### src/rtl/calc_pkg.sv
// calc_pkg: shared definitions for the calculator front-end.
//   - CALC_WIDTH / CALC_OP_WIDTH: datapath defaults, shared with Calculator.
//   - S_A .. S_SHOW: operand-sequencer state encodings (3-bit).
package calc_pkg;
  localparam int CALC_WIDTH    = 4;
  localparam int CALC_OP_WIDTH = 3;

  localparam logic [2:0] S_A    = 3'd0;
  localparam logic [2:0] S_B    = 3'd1;
  localparam logic [2:0] S_OP   = 3'd2;
  localparam logic [2:0] S_EXEC = 3'd3;
  localparam logic [2:0] S_SHOW = 3'd4;
endpackage

### src/rtl/edge_detect.sv
// edge_detect: rising-edge detector for an already-synchronized level.
// Ports:
//   clk, rst - clock, async active-high reset
//   in       - level input
//   rise     - high for the cycle where in is 1 and was 0 at the previous edge
module edge_detect (
  input  logic clk,
  input  logic rst,
  input  logic in,
  output logic rise
);
  logic r_in_q;

  always_ff @(posedge clk or posedge rst) begin
    if (rst) r_in_q <= 1'b0;
    else     r_in_q <= in;
  end

  assign rise = in & ~r_in_q;
endmodule

### src/rtl/calc_operand_sequencer.sv
// calc_operand_sequencer: collects A, B and opcode from a shared switch bus,
// one per enter press, holds them on the Calculator inputs and registers the
// Calculator result for display.
// Ports:
//   clk, rst         - clock, async active-high reset
//   sw[WIDTH]        - operand / opcode entry bus
//   enter            - enter button level (edge-detected here)
//   clear            - synchronous clear, beats a simultaneous advance
//   result[WIDTH]    - from Calculator.out, sampled only in S_EXEC
//   a, b, op         - held operands/opcode to Calculator
//   out, done        - displayed result and its valid flag
//   state[3]         - FSM state for LEDs
// Build option: CALC_CHAIN_EN - an advance in S_SHOW loads a from out and
// goes to S_B so the next operation chains on the previous result.
module calc_operand_sequencer
  import calc_pkg::*;
#(
  parameter int WIDTH    = CALC_WIDTH,
  parameter int OP_WIDTH = CALC_OP_WIDTH
) (
  input  logic                clk,
  input  logic                rst,
  input  logic [WIDTH-1:0]    sw,
  input  logic                enter,
  input  logic                clear,
  input  logic [WIDTH-1:0]    result,
  output logic [WIDTH-1:0]    a,
  output logic [WIDTH-1:0]    b,
  output logic [OP_WIDTH-1:0] op,
  output logic [WIDTH-1:0]    out,
  output logic                done,
  output logic [2:0]          state
);
  logic                w_adv;
  logic [2:0]          r_state;
  logic [WIDTH-1:0]    r_a, r_b, r_out;
  logic [OP_WIDTH-1:0] r_op;
  logic                r_done;

  edge_detect u_enter_edge (
    .clk  (clk),
    .rst  (rst),
    .in   (enter),
    .rise (w_adv)
  );

  always_ff @(posedge clk or posedge rst) begin
    if (rst) begin
      r_state <= S_A;
      r_a     <= '0;
      r_b     <= '0;
      r_op    <= '0;
      r_out   <= '0;
      r_done  <= 1'b0;
    end else if (clear) begin
      r_state <= S_A;
      r_a     <= '0;
      r_b     <= '0;
      r_op    <= '0;
      r_out   <= '0;
      r_done  <= 1'b0;
    end else begin
      case (r_state)
        S_A: if (w_adv) begin
          r_a     <= sw;
          r_state <= S_B;
        end
        S_B: if (w_adv) begin
          r_b     <= sw;
          r_state <= S_OP;
        end
        S_OP: if (w_adv) begin
          r_op    <= sw[OP_WIDTH-1:0];
          r_state <= S_EXEC;
        end
        // Single cycle; operands have been stable since the opcode edge.
        S_EXEC: begin
          r_out   <= result;
          r_done  <= 1'b1;
          r_state <= S_SHOW;
        end
        S_SHOW: if (w_adv) begin
          r_done  <= 1'b0;
`ifdef CALC_CHAIN_EN
          r_a     <= r_out;
          r_state <= S_B;
`else
          r_state <= S_A;
`endif
        end
        // Unused codes recover to S_A.
        default: r_state <= S_A;
      endcase
    end
  end

  assign a     = r_a;
  assign b     = r_b;
  assign op    = r_op;
  assign out   = r_out;
  assign done  = r_done;
  assign state = r_state;
endmodule

### config.mk
export PLATFORM = sky130hd
export DESIGN_NAME = calc_operand_sequencer
export DESIGN_NICKNAME = d
export VERILOG_FILES = /design/src/rtl/calc_pkg.sv /design/src/rtl/edge_detect.sv /design/src/rtl/calc_operand_sequencer.sv
export SDC_FILE = /design/constraint.sdc
export NUM_CORES = 1
export LEC_CHECK = 0
export BUFFER_PORTS_ARGS = -buffer_cell sky130_fd_sc_hd__buf_4
export CAP_MARGIN = 20
export CORE_MARGIN = 2
export CORE_UTILIZATION = 48
export CTS_CLUSTER_DIAMETER = 120
export DETAILED_ROUTE_END_ITERATION = 10
export PLACE_DENSITY = 0.79
export REMOVE_ABC_BUFFERS = 1
export SETUP_SLACK_MARGIN = 0.3
export SYNTH_ARGS = -nofsm -noshare
export SYNTH_HDL_FRONTEND = slang
export SYNTH_SLANG_ARGS = --single-unit
### constraint.sdc
create_clock -name clk -period 1.3 [get_ports clk]
set_input_delay 0.26 -clock clk [delete_from_list [all_inputs] [get_ports clk]]
set_output_delay 0.26 -clock clk [all_outputs]
set_load 0.005 [all_outputs]
==> qor.txt <==
Hold Worst Slack -> 0.109 ns
FMAX -> 0.772 GHz
Count of cell types in the netlist -> 18
Hold Violations, Final -> 0
Setup tns final -> 0 ns
Core footprint -> 0.00176 mm2
Lkg Pwr -> 0.760 nW
Final core occ -> 0.824
Largest family of logic cells by synthesized area -> simple AND/OR/NAND/NOR gates
Routed Antenna Nets -> 0
Num CTS Buffers -> 3
Initial core utilization -> 0.523
Slew Viols, Final -> 0
Initial antenna violation count -> 0
Max VDD drop -> 0.619 mV
Critical path class -> flop to flop
GRT met1 Usage -> 0.269
CP endpoint kind -> flop
Die Y -> 47.8 um
Yosys warnings -> 0
Vias -> 760
Post-DR wirelength/cell -> 14.1 um
Post-route insts no fill -> 151
Final HPWL DP -> 1.33 mm
Dpl cells -> 133
Clock transition at path regs -> 0.11 ns
WL final -> 2.13 mm
CTS tree -> built
RePlAce Congestion -> 0.745
Commonest non-fill, non-tap cell in the layout -> buf_6
Mux cell area share after synthesis -> 0.175
Worst EP arrival -> 1.52 ns
Clock share of power -> 0.303
Pin count of the biggest net entering global routing -> 24
Combinational share of power -> 0.146
Psw -> 0.277 mW
Required time worst endpoint -> 1.52 ns
Minimum clock period after layout -> 1.29 ns
Synth Area in XOR/XNOR -> 0
Crit share post-route -> 0.996
Global Route met2 Usage -> 0.368
Seq/Total Area, Yosys -> 0.543
# DRC -> 0
Via density -> 5.03
Chip Width -> 47.8 um
First-pass GRT wire length -> 3.29 mm
Share of power burned in registers -> 0.551
Hold crit path type -> input pin to flop
Slew Limit Headroom -> 0.827
Synth Area in Compound Gates -> 0.0271
Int Power -> 0.910 mW
CP Max Fanout -> 6
Synth Area per Inst -> 12.0 um2
Switching Fraction -> 0.234
RSZ-0062 raised after global routing -> true
CTS sink cnt -> 20
Met3 Use GR -> 0.0340
Syn Inst Count -> 77
H-tree depth -> 1
Commonest cells after routing, fill and taps aside -> buf_6, buf_4, dfrtp_1, mux2i_1, nand2b_1
Setup crit start kind -> flop
Seq cells post-synth -> 20
GRT overflow -> 0
Cell Area, Placed -> 0.00119 mm2
Final Skew -> 0.00570 ns
Status -> complete, no violations
Synthesized area -> 922 um2
Most Crowded Layer GR -> met2
PD cells -> 817 mW/mm2
# port buffers -> 30
CTS root buf -> clkbuf_4
Max cap viols -> 0
Worst-Margin Slew -> 0.259 ns
Synthesis-to-layout area growth -> 57.7%
Share of cells above drive strength 1 -> 0.492
Post-Synth Simple-Gate Area -> 0.239
Cell area after layout -> 0.00145 mm2
GRT Overall Usage -> 0.214
Worst-case clock buffer depth -> 2
Adder-Cell Fraction of Synth Area -> 0
Antenna Cells -> 0
Final #Nets -> 139
Detailed Routing Iterations Pass 1 -> 4
Clock Latency Late Sink -> 0.30 ns
Die area -> 0.00229 mm2
Vias in the first global route -> 768
Core Rows -> 15
Final setup fails -> 0
DRT iter0 DRCs -> 8
I/O pin count -> 31
[critical path, stage by stage (launching register included)]
cell,delay [ns]
dfrtp_2,0.47
buf_6,0.13
nor3b_4,0.27
nand2_2,0.15
mux2i_1,0.20
[what timing repair did]
action	4_1_cts	5_1_grt
gates resized for setup	29	2
endpoints found under the setup margin	38	38
hold buffers	1	0
setup buffers	9	4
endpoints found under the hold margin	20	0
pin swaps	6	4
[worst paths after layout]
check / start / to / slack (ns) / cells after the start
min in group asynchronous: rst / a[3] / 0.55 / 4
worst min register to register: state[2] / state[0] / 0.53 / 1
max in group asynchronous: rst / state[2] / 0.52 / 4
worst min-delay path: enter / u_enter_edge.r_in_q / 0.11 / 1
worst max-delay path: state[2] / a[0] / 0.005 / 4
worst max register to register: state[2] / a[0] / 0.005 / 4
[layout make-up]
type,instances,area [um2]
inverter,2,7.51
sequential,20,503
timing repair buffer,47,445
fill,113,310
tap,25,31.3
multi-input combinational,53,430
clock buffer,4,36.3
[registers in the layout, indices dropped and copies added (netlist names)]
name	count
a	4
b	4
out	4
op	3
state	3
done	1
u_enter_edge.r_in_q	1
[stage by stage]
step / power, mW / setup WS [ns]
3_5_place_dp: 0.797 / 0.00247
6_report: 1.19 / 0.00548
2_1_floorplan: 0.725 / 0.116
4_1_cts: 1.18 / 0.0464
3_3_place_gp: 0.794 / 0.0522
5_1_grt: 1.24 / -0.0542
[cells in the mapped netlist]
cell type	count	share of area
nand2b_1	16	0.11
nor3_4	1	0.018
o21ba_2	1	0.011
a21oi_1	3	0.016
nor3_1	3	0.016
nand3_1	1	0.0054
clkbuf_1	2	0.0081
dfrtp_1	20	0.54
nor3b_2	1	0.014
nand2b_4	1	0.015
nand2_1	2	0.0081
nand4bb_1	1	0.012
mux2_2	1	0.012
and2b_2	1	0.0095
inv_1	2	0.0081
mux2i_1	15	0.16
nor2_1	5	0.020
nand3b_2	1	0.012
[layer usage]
metal | vias to the layer above | share of wire | wire (um)
met5 | - | 0 | 0
met4 | 0 | 0.010 | 22
met3 | 4 | 0.036 | 76
met2 | 22 | 0.54 | 1150
met1 | 374 | 0.42 | 883
li1 | 360 | - | -
[power groups by stage]
stage	clock network [mW]	logic, mW	registers (mW)
after floorplan	0	0.0632	0.661
after global placement	0	0.134	0.661
final	0.360	0.173	0.654
after detailed placement	0	0.136	0.661
after global routing	0.399	0.188	0.657
after CTS	0.366	0.162	0.654
[logic make-up after synthesis]
group / Yosys count
buffers and inverters: 4
muxes: 16
DFF: 20
and+or+nand+nor: 33
AOI/OAI and AO/OA: 4
Note: power is estimated with default switching activity, not from simulation.
